===== config.mk =====
export PLATFORM = sky130hd
export DESIGN_NAME = hzd_scoreboard
export DESIGN_NICKNAME = d
export VERILOG_FILES = /design/src/rtl/hzd_pkg.sv /design/src/rtl/hzd_sb_entry.sv /design/src/rtl/hzd_scoreboard.sv
export SDC_FILE = /design/constraint.sdc
export NUM_CORES = 1
export LEC_CHECK = 0
export ABC_AREA = 1
export BUFFER_PORTS_ARGS = -buffer_cell sky130_fd_sc_hd__buf_2
export CAP_MARGIN = 20
export CORE_MARGIN = 2
export CORE_UTILIZATION = 65
export DETAILED_ROUTE_END_ITERATION = 10
export PLACE_DENSITY = 0.95
export SYNTH_ARGS = -nofsm -noshare
export SYNTH_HDL_FRONTEND = slang
export SYNTH_SLANG_ARGS = --single-unit

===== constraint.sdc =====
create_clock -name clk -period 3 [get_ports clk]
set_input_delay 0.15 -clock clk [delete_from_list [all_inputs] [get_ports clk]]
set_output_delay 0.15 -clock clk [all_outputs]
set_load 0.01 [all_outputs]

===== src/rtl/hzd_pkg.sv =====
// hzd_pkg: shared defaults, FSM state type and decoder load latency for the hazard scoreboard
package hzd_pkg;
  localparam int REG_ADDR_W_DEF = 4;
  localparam int LAT_W_DEF = 3;
  localparam int LOAD_LAT = 1;
  typedef enum logic {ST_RUN, ST_FLUSH} st_t;
endpackage


===== src/rtl/hzd_sb_entry.sv =====
// hzd_sb_entry: one scoreboard latency countdown (clk, rst_n, ld, ld_val in; cnt out), load beats decrement
module hzd_sb_entry #(
  parameter int LAT_W = 3
) (
  input  logic             clk,
  input  logic             rst_n,
  input  logic             ld,
  input  logic [LAT_W-1:0] ld_val,
  output logic [LAT_W-1:0] cnt
);
  always_ff @(posedge clk or negedge rst_n)
    if (!rst_n) cnt <= '0;
    else cnt <= ld ? ld_val : (cnt != '0 ? cnt - 1'b1 : cnt);
endmodule


===== src/rtl/hzd_scoreboard.sv =====
// hzd_scoreboard: countdown-scoreboard hazard detector with branch flush FSM and stall counter; issue_* loads the scoreboard, src*/branch_op checked for hazards, drives bubble/f_d_write/pc_write/flush/stall_cnt; HZD_R0_ZERO_EN makes r0 hardwired zero
module hzd_scoreboard
  import hzd_pkg::*;
#(
  parameter int REG_ADDR_W = REG_ADDR_W_DEF,
  parameter int LAT_W = LAT_W_DEF,
  parameter int FLUSH_CYCLES = 2,
  parameter int CNT_W = 16
) (
  input  logic                  clk,
  input  logic                  rst_n,
  input  logic                  issue_valid,
  input  logic                  issue_wr,
  input  logic [REG_ADDR_W-1:0] issue_dst,
  input  logic [LAT_W-1:0]      issue_lat,
  input  logic [REG_ADDR_W-1:0] src1,
  input  logic [REG_ADDR_W-1:0] src2,
  input  logic                  src1_used,
  input  logic                  src2_used,
  input  logic                  branch_op,
  input  logic                  branch_taken,
  output logic                  bubble,
  output logic                  f_d_write,
  output logic                  pc_write,
  output logic                  flush,
  output logic [CNT_W-1:0]      stall_cnt
);
  localparam int NUM_REGS = 2**REG_ADDR_W;
  logic [LAT_W-1:0] cnt [NUM_REGS];
  logic last_wr;
  logic [REG_ADDR_W-1:0] last_dst;
  st_t state;
  logic [3:0] fcnt;
  logic wr_ok, s1_ok, s2_ok, acc, data_haz, br_haz, stall;
`ifdef HZD_R0_ZERO_EN
  assign wr_ok = issue_dst != '0;
  assign s1_ok = src1_used & (src1 != '0);
  assign s2_ok = src2_used & (src2 != '0);
`else
  assign wr_ok = 1'b1;
  assign s1_ok = src1_used;
  assign s2_ok = src2_used;
`endif
  assign acc = issue_valid & issue_wr & !bubble & !flush & wr_ok;
  for (genvar i = 0; i < NUM_REGS; i++) begin : g_sb
    hzd_sb_entry #(.LAT_W(LAT_W)) u_entry (
      .clk(clk),
      .rst_n(rst_n),
      .ld(acc && issue_dst == REG_ADDR_W'(i)),
      .ld_val(issue_lat),
      .cnt(cnt[i])
    );
  end
  assign data_haz = (s1_ok & (cnt[src1] != '0)) | (s2_ok & (cnt[src2] != '0));
  // a latency-0 result reaches X by forwarding but is not yet visible to a branch resolving in D
  assign br_haz = branch_op & last_wr & ((s1_ok & (src1 == last_dst)) | (s2_ok & (src2 == last_dst)));
  assign stall = data_haz | br_haz;
  assign flush = state == ST_FLUSH;
  assign bubble = flush | stall;
  assign f_d_write = flush | !stall;
  assign pc_write = flush | !stall;
  always_ff @(posedge clk or negedge rst_n)
    if (!rst_n) begin
      last_wr <= 1'b0;
      last_dst <= '0;
      state <= ST_RUN;
      fcnt <= '0;
      stall_cnt <= '0;
    end else begin
      last_wr <= acc;
      if (acc) last_dst <= issue_dst;
      if (state == ST_RUN) begin
        if (stall && !(&stall_cnt)) stall_cnt <= stall_cnt + 1'b1;
        if (branch_taken && !stall) begin
          state <= ST_FLUSH;
          fcnt <= 4'(FLUSH_CYCLES - 1);
        end
      end else if (branch_taken) fcnt <= 4'(FLUSH_CYCLES - 1);
      else if (fcnt == '0) state <= ST_RUN;
      else fcnt <= fcnt - 1'b1;
    end
endmodule


# Word level (Yosys, flattened, before mapping)
# Index checks and enable logic that the tools add are counted.
# W data, S select, Z words.
# word_totals
input_bits,23
wordCells,184
output_inout_bits,20
regBits,74
# op_classes
addsub,18
bitwise,17
muxes,46
reduce_logical,62
order_cmp,2
eq_ne,18
# ops
cell,n
$mux W3,36
$reduce_bool A3 Y1,18
$sub A3 B1 Y3 const B,16
$reduce_bool A2 Y1,17
$eq A4 B4 Y1 const B,8
$bmux W3 S4,2
$logic_and A1 B1 Y1,18
$add A16 B1 Y16 const B,1
$eq A4 B3 Y1 const B,4
$mux W4,4
$reduce_and A16 Y1,1
$ge A5 B5 Y1 const B,2
$not A4 Y5,2
$and A1 B1 Y1,9
$eq A4 B2 Y1 const B,2
$eq A4 B4 Y1,2
$logic_not A4 Y1,2
$or A1 B1 Y1,5
$eq A4 B1 Y1 const B,1
$logic_not A1 Y1,4
$mux W1,4
$reduce_and A2 Y1,2
$sub A4 B1 Y4 const B,1
$ne A3 B3 Y1 const B,1
$not A1 Y1,1

# Longest topological paths before layout
# Gate-level depths: netlist of the first run.
# depth
ltp_word,14
depth_mapped,19
depth_no_buf,17

# By module
# From an unflattened synthesis of the first run, not the netlist that was laid out.
# unflattened
hier_cells,856
hier_area_um2,5636.7
# by_module_without_submodules
mod,n_inst,seq_area_each_um2,cells_each,area_per_inst_um2
hzd_sb_entry,16,75.1,28,196.4
hzd_scoreboard,1,650.6,408,2493.6

# Worst setup path before layout of the first run
# OpenSTA, ideal clock, no wires.
# synth_path
kind,register -> register
from,register stall_cnt[0]
to,register stall_cnt[10]
required_time_ps,2877
synth_period_minus_slack_ps,2018
path_slack_ps,982
path_buffers,1
path_stages_with_launch,12
setup_time_ps,123
t_arrival_ps,1895
path_cell_list,dfrtp_1 > ha_1 > nand2_1 > nor3_1 > nand2_1 > nor3_1 > nand4_1 > nand3_4 > inv_2 > buf_4 > nand2_1 > o21ai_1
# synth_between
elab_chain_len,4
word_cells_on_any_way,5
classes_between,1 x add/sub; 4 x reduce/logical
# synth_rtl
element,line_no,text
start: declaration,hzd_scoreboard.sv:26,output logic [CNT_W-1:0] stall_cnt
start signal: assignment,hzd_scoreboard.sv:73,if (stall && !(&stall_cnt)) stall_cnt <= stall_cnt + 1'b1;
"parallel branches: the longest is 4 deep, another holds $add A16 B1 Y16",-,
# Parallel ways; which one is timed is not known.
# A chain may end at the register's enable or synchronous reset.

# Worst setup path in the final report of the first run
# layout_path
from,register g_sb[4].u_entry.cnt[2]
to,output port bubble
# layout_between
elab_chain_len,8
word_cells_on_any_way,13
classes_between,6 x mux; 5 x bitwise; 2 x reduce/logical
# layout_rtl
element,line_no,text
start: declaration,hzd_sb_entry.sv:9,output logic [LAT_W-1:0] cnt
start signal: assignment,hzd_sb_entry.sv:13,else cnt <= ld ? ld_val : (cnt != '0 ? cnt - 1'b1 : cnt);
$bmux W3 S4,hzd_scoreboard.sv:54,assign data_haz = (s1_ok & (cnt[src1] != '0)) | (s2_ok & (cnt[src2] != '0));
$mux W3 (not written as such) (2 in series),hzd_scoreboard.sv:54,
$reduce_bool A3 Y1,hzd_scoreboard.sv:54,
$and A1 B1 Y1,hzd_scoreboard.sv:54,
$or A1 B1 Y1 (*),hzd_scoreboard.sv:54,
$or A1 B1 Y1 (*),hzd_scoreboard.sv:57,assign stall = data_haz | br_haz;
$or A1 B1 Y1 (*),hzd_scoreboard.sv:59,assign bubble = flush | stall;
end: declaration,hzd_scoreboard.sv:22,"output logic bubble,"
# Every way passes the cells marked *; elsewhere a longest branch is shown, timed or not. The select of a mux whose other input is x is not followed.

==> results.ini, run 1 <==
[outcome]
status = finished clean

[timing]
final-setup-viol-count = 0
rsz0062_at_grt = false
drv_slew = 0
period_needed_ps = 2390
relSlewSlack = 0.382
clock_skew_ps = 13.6
tns_ps = 0
fmaxAchievable_mhz = 418
timing.final.crit_share = 0.798
hold_violations = 0
worstMarginPinSlew_ps = 927

[clock_network]
clkSlewWorstSetupHoldPaths_ps = 80
clock_latency_ps = 360
cts_buffers = 9
cts_root_buf = clkbuf_8
cts-resized-gates = 0
cts.path.max_buffers = 2
cts_tree = yes
cts.sinks = 74
htreeDepth = 3

[finish]
synthToLayoutAreaGrowth_pct = 7.36
nets = 884
fillers = 613
diodes = 0
drive_gt1_frac = 0.119

[logic_synthesis]
syn-num-nets = 843
synth_fa_ha_area_frac = 0.0759
synth_top_family_by_area = simple AND/OR/NAND/NOR gates
synth-compound-area-share = 0.0772
syn_inst = 786
avgSynthCellArea_um2 = 7.13
yosysSeqAreaShare = 0.330
ys_ff_latch = 74
synth.distinct_cells = 35
yosys_warnings = 0
synth_xor_area_frac = 0.0453
synth_area_mm2 = 0.00561
yosys.area_share.simple = 0.350
synth.mux.area_fraction = 0

[route]
dr.pass1.iters = 5
vias = 5358
drt_iter0_markers = 418
wl_per_cell_um = 14.7
route.detailed.drc = 0
drt_wl_total_um = 13800
drtAntennaViolNets = 0
viasPerCell = 5.72

[die]
ios = 43
core_area_mm2 = 0.00830
die_area_mm2 = 0.00939
row_count = 33
die_h_um = 96.9
die_w_um = 96.9
initial_core_util = 0.676

[power]
leakage_nw = 3.28
p_per_area_mw_per_mm2 = 949
finalPower_w = 0.00571
ir_drop_v = 0.000505

[min_path]
min_path_cells = 2
hp-start = branch_taken
hold_class = primary input to flop

[run]
drv_cap = 0

[worst_setup_path]
cpMostUsedCell = nand2_1
crit_chain = or2_2 > nand3_1 > nand2_1 > nor2_1 > nand2_1 > nand2_1 > nand2_1 > nand3_2 > nand3_4 > nor2_8 > inv_1 > buf_2
crit_start = g_sb[4].u_entry.cnt[2]$_DFFE_PN0P_
startpoint_type = flop
crit_path_end_kind = primary output
worstSetupPathType = flop to primary output
r2r-start = g_sb[4].u_entry.cnt[2]$_DFFE_PN0P_
worstPathRequired_ps = 2850
cp_slowest_stage_delay_ps = 420
crit_arrival_ps = 2240
critPathSlowestCell = dfrtp_1
reg2reg_depth = 14
critPathMaxFanout = 17

[global_routing]
grt_usage = 0.307
overflow = 0
grt_max_degree = 75
antenna_found_initial = 0
grt_pass1_wl_um = 23900
first_global_vias = 5405

[place]
io_buffer_count = 42
globalplace.congestion = 0.948
dp_hpwl_um = 10100

cells in the mapped netlist, drive strengths merged:
cell type / count / area [µm²]
o31ai: 1 / 7.51
nand3b: 1 / 7.51
nand3: 98 / 666
clkbuf: 1 / 13.8
ha: 34 / 425
o22ai: 2 / 12.5
xnor2: 9 / 78.8
clkinv: 1 / 3.75
nor2: 86 / 344
buf: 14 / 135
xor2: 20 / 175
nand2: 189 / 724
inv: 138 / 528
nor3: 8 / 40.0
o21ai: 71 / 363
dfrtp: 74 / 1850
or2: 9 / 56.3
a21oi: 10 / 50.1
nor4: 1 / 6.26
nand4: 19 / 119
cell usage in the layout, fill, tap and decap left out, drive strengths merged:
master	Yosys	layout
nand2	189	189
or2	9	9
nor3	8	8
nor4	1	1
xnor2	9	9
dlygate4sd3	0	1
xor2	20	20
bufinv	0	1
inv	138	138
o22ai	2	2
o31ai	1	1
nand3	98	98
nand3b	1	1
a21oi	10	10
nor2	86	86
buf	14	44
dfrtp	74	74
ha	34	34
nand4	19	19
o21ai	71	71
clkbuf	1	10
clkinvlp	0	2
clkinv	1	3
cell families (layout without fill, tap and decap cells):
logic type | Yosys count | after routing
AOI/OAI and AO/OA | 84 | 84
xor gates and xnor gates | 29 | 29
adders and majority gates | 34 | 34
buffers and inverters | 154 | 199
DFF | 74 | 74
and+or+nand+nor | 411 | 411
final timing paths:
path | to | slack (ps)
max | bubble | 610
min reg2reg | g_sb[2].u_entry.cnt[1]$_DFFE_PN0P_ | 510
min | fcnt[2]$_DFFE_PN0P_ | 40
min in group asynchronous | g_sb[14].u_entry.cnt[2]$_DFFE_PN0P_ | 460
max in group asynchronous | g_sb[1].u_entry.cnt[1]$_DFFE_PN0P_ | 1930
max reg2reg | g_sb[8].u_entry.cnt[2]$_DFFE_PN0P_ | 620
critical path, delay by kind of cell, from the launching register on:
| kind | cells | cell delay, ps |
|---|---|---|
| buffers and inverters | 2 | 240 |
| flip-flops | 1 | 420 |
| AND/OR/NAND/NOR | 10 | 1240 |
metrics by stage:
step	instance area [µm²]	hold WS, ps	util	setup slack, ps	std cells
floorplan	5610	-146	-	982	786
global placement	5820	340	0.701	708	920
detailed placement	5820	354	0.701	661	920
CTS	6020	36.7	0.725	607	936
global route	6020	49.0	0.725	368	936
finish	6020	43.6	0.725	606	936
power by group:
part           leakage, nW  internal (W)  total (W)  switching (W)
clock network       0.0941      0.000399   0.000788       0.000389
registers            0.899       0.00146    0.00185       0.000385
logic                 2.29       0.00117    0.00308        0.00191
total                 3.28       0.00303    0.00571        0.00268
sequential cells by signal, indices dropped and copies added (netlist names):
register / cells
last_wr: 1
fcnt: 4
stall_cnt: 16
last_dst: 4
g_sb.u_entry.cnt: 48
flush: 1
area by class of cell:
| cell class | count | area [µm²] | share of cell area |
|---|---|---|---|
| well taps | 105 | 131 | 0.0218 |
| inverters | 139 | 532 | 0.0883 |
| multi-input cells | 558 | 3080 | 0.511 |
| flip-flops and latches | 74 | 1850 | 0.308 |
| repair buffers | 45 | 238 | 0.0395 |
| clock inverters | 5 | 55.1 | 0.00914 |
| clock buffers | 10 | 138 | 0.0229 |
routing by layer:
layer	wire [µm]	track usage	share of wire
met5	0	0	0
met4	500	0.156	0.036
met3	1010	0.0484	0.073
met1	5330	0.370	0.39
met2	6950	0.532	0.50
timing repair:
item                      in CTS  in global routing
hold endpoints to repair      74                  0
hold buffers                   1                  0
buffers inserted               0                  0
No activity file was read; power rests on OpenSTA's default activity.
==> inputs of run 2 (changes only) <==
CORE_UTILIZATION = 55   (was 65)
PLACE_DENSITY = 0.89   (was 0.95)
clock period = 2.1 ns   (was 3 ns; I/O delays follow)
==> results.ini, run 2 (synthesis gave the netlist of run 1 again) <==
[outcome]
status = finished clean

[timing]
rsz0062_at_grt = true
relSlewSlack = 0.603  ; +0.221
setup_ws_ps = 1.53  ; -604 ps
period_needed_ps = 2100
tns_ps = 0  ; unchanged
whs_ps = 56.9  ; +13.3 ps
clock_skew_ps = 20.8  ; +7.20 ps
fmaxAchievable_mhz = 477
timing.final.crit_share = 0.999
hold_violations = 0  ; unchanged
worstMarginPinSlew_ps = 595  ; -332 ps
drv_slew = 0  ; unchanged
final-setup-viol-count = 0  ; unchanged

[clock_network]
clkSlewWorstSetupHoldPaths_ps = 90  ; about the same
htreeDepth = 3  ; unchanged
clock_latency_ps = 370  ; about the same
cts.sinks = 74  ; unchanged
cts_buffers = 9  ; unchanged
cts_tree = yes
cts.path.max_buffers = 2  ; unchanged
cts_root_buf = clkbuf_8

[global_routing]
antenna_found_initial = 2  ; +2
grt_max_degree = 44  ; -41%
first_global_vias = 5034  ; -6.9%
overflow = 0  ; unchanged
grt_pass1_wl_um = 22700  ; -4.9%
grt_usage = 0.255  ; -0.0521

[worst_setup_path]
worstSetupPathType = flop to primary output
endpoint = f_d_write
crit_start = g_sb[9].u_entry.cnt[0]$_DFFE_PN0P_
r2r-start = g_sb[9].u_entry.cnt[0]$_DFFE_PN0P_
crit_path_end_kind = primary output
crit_arrival_ps = 1990  ; -250 ps
r2r_slack_ps = 20  ; -600 ps
worstPathRequired_ps = 2000  ; -850 ps
startpoint_type = flop
reg2reg_depth = 16  ; +2
regToRegEndpoint = g_sb[11].u_entry.cnt[0]$_DFFE_PN0P_
critPathMaxFanout = 4  ; -13

[die]
die_h_um = 105  ; +8.4%
die_w_um = 105  ; +8.4%
ios = 43  ; unchanged
core_area_mm2 = 0.00982  ; +18%
die_area_mm2 = 0.0110  ; +17%
initial_core_util = 0.571  ; -0.105
row_count = 36  ; +9.1%

[place]
io_buffer_count = 42  ; unchanged
dp_cells = 963  ; +4.7%
dp_hpwl_um = 9820  ; -3.1%
globalplace.congestion = 0.905  ; -4.6%
dp_slack_ps = 11.9  ; -650 ps

[route]
wl_per_cell_um = 14.1  ; -4.4%
dr.pass1.iters = 5  ; unchanged
drt_wl_total_um = 14000  ; +1.8%
viasPerCell = 5.34  ; -6.8%
route.detailed.drc = 0  ; unchanged
vias = 5315  ; -0.80%
drt_iter0_markers = 387  ; -7.4%
drtAntennaViolNets = 0  ; unchanged

[power]
leakage_nw = 3.52  ; +7.2%
p_per_area_mw_per_mm2 = 1340  ; +41%
ir_drop_v = 0.000742  ; +47%

[run]
drv_cap = 0  ; unchanged

[finish]
multi_input_comb_area_mm2 = 0.00325  ; +5.7%
instances_no_fill = 996  ; +6.4%
largest_registers = g_sb.u_entry.cnt: 48 flops, stall_cnt: 16 flops
layout_commonest_cell = nand2_1
diodes = 0  ; unchanged
fillers = 815  ; +33%
synthToLayoutAreaGrowth_pct = 17.2
drive_gt1_frac = 0.211  ; +0.0918
nets = 916  ; +3.6%
postLayoutCoreUtil = 0.669  ; -0.0564
mostFrequentLayoutCells = nand2_1 (177), inv_1 (124), nor2_1 (77)
largest_register = g_sb.u_entry.cnt
regArea_mm2 = 0.00185  ; unchanged
largest_reg_flops = 48  ; unchanged

[min_path]
hold_class = primary input to flop

[run 2: changes by cell type in the layout (fill, tap and decap cells not counted), sizes merged]
| cell | before | now |
|---|---|---|
| buf | 44 | 74 |
| bufinv | 1 | 2 |
| dlygate4sd3 | 1 | 2 |
[run 2: report_power, final]
| part | total [W] | leakage [nW] | switching [W] | internal, W |
|---|---|---|---|---|
| sequential | 0.00263 | 0.899 | 0.000544 | 0.00209 |
| clock | 0.00123 | 0.0984 | 0.000564 | 0.000661 |
| combinational | 0.00493 | 2.52 | 0.00288 | 0.00206 |
[run 2: layer usage]
layer / vias to the layer above / GRT usage / share of wire
met1: 2430 / 0.320 / 0.41
li1: 2635 / - / -
met5: - / 0 / 0.0011
met3: 48 / 0.0499 / 0.065
met2: 200 / 0.425 / 0.49
met4: 2 / 0.117 / 0.030
[run 2: per-stage QoR]
step	total power, W	cell area [µm²]
final	0.00879	6570
after global routing	0.00967	6570
after CTS	0.00828	6310
after detailed placement	0.00694	6000
after global placement	0.00674	6000
after floorplan	0.00590	5610
[run 2: layout make-up]
cell class	instances	area share
clock buffer	10	0.0194
clock inverter	5	0.0122
inverter	139	0.0825
multi-input combinational	558	0.495
sequential	74	0.282
tap	133	0.0253
timing repair buffer	76	0.0828
timing repair inverter	1	0.000952
[run 2: how the worst min path moves through the flow]
stage | from | endpoint | cells past startpoint
detailed placement | rst_n | g_sb[14].u_entry.cnt[2]$_DFFE_PN0P_ | 1
finish | issue_dst[0] | last_dst[0]$_DFFE_PN0P_ | 3
CTS | issue_dst[0] | last_dst[0]$_DFFE_PN0P_ | 3
global route | issue_dst[3] | last_dst[3]$_DFFE_PN0P_ | 3
floorplan | rst_n | fcnt[0]$_DFFE_PN0P_ | 0
global placement | rst_n | g_sb[14].u_entry.cnt[0]$_DFFE_PN0P_ | 1
[run 2: repair_timing]
item,CTS,global route
endpoints found under the setup margin,7,70
hold endpoints to repair,43,0
setup buffers,6,9
pin swaps,1,11
hold buffers,2,0
cloned,1,0
resized for setup,12,62
[run 2: worst max-delay path, cell delays in order (launching register included)]
cell and delay [ps]:
dfrtp_1 400, inv_2 110, nand2_1 70, nand3_1 90, nand2_1 70, nor2_1 90, nand2_1 80, nand2_1 70
nand2_1 60, nand3_2 100, nand3_4 110, buf_4 170, nand2_4 80, buf_6 120
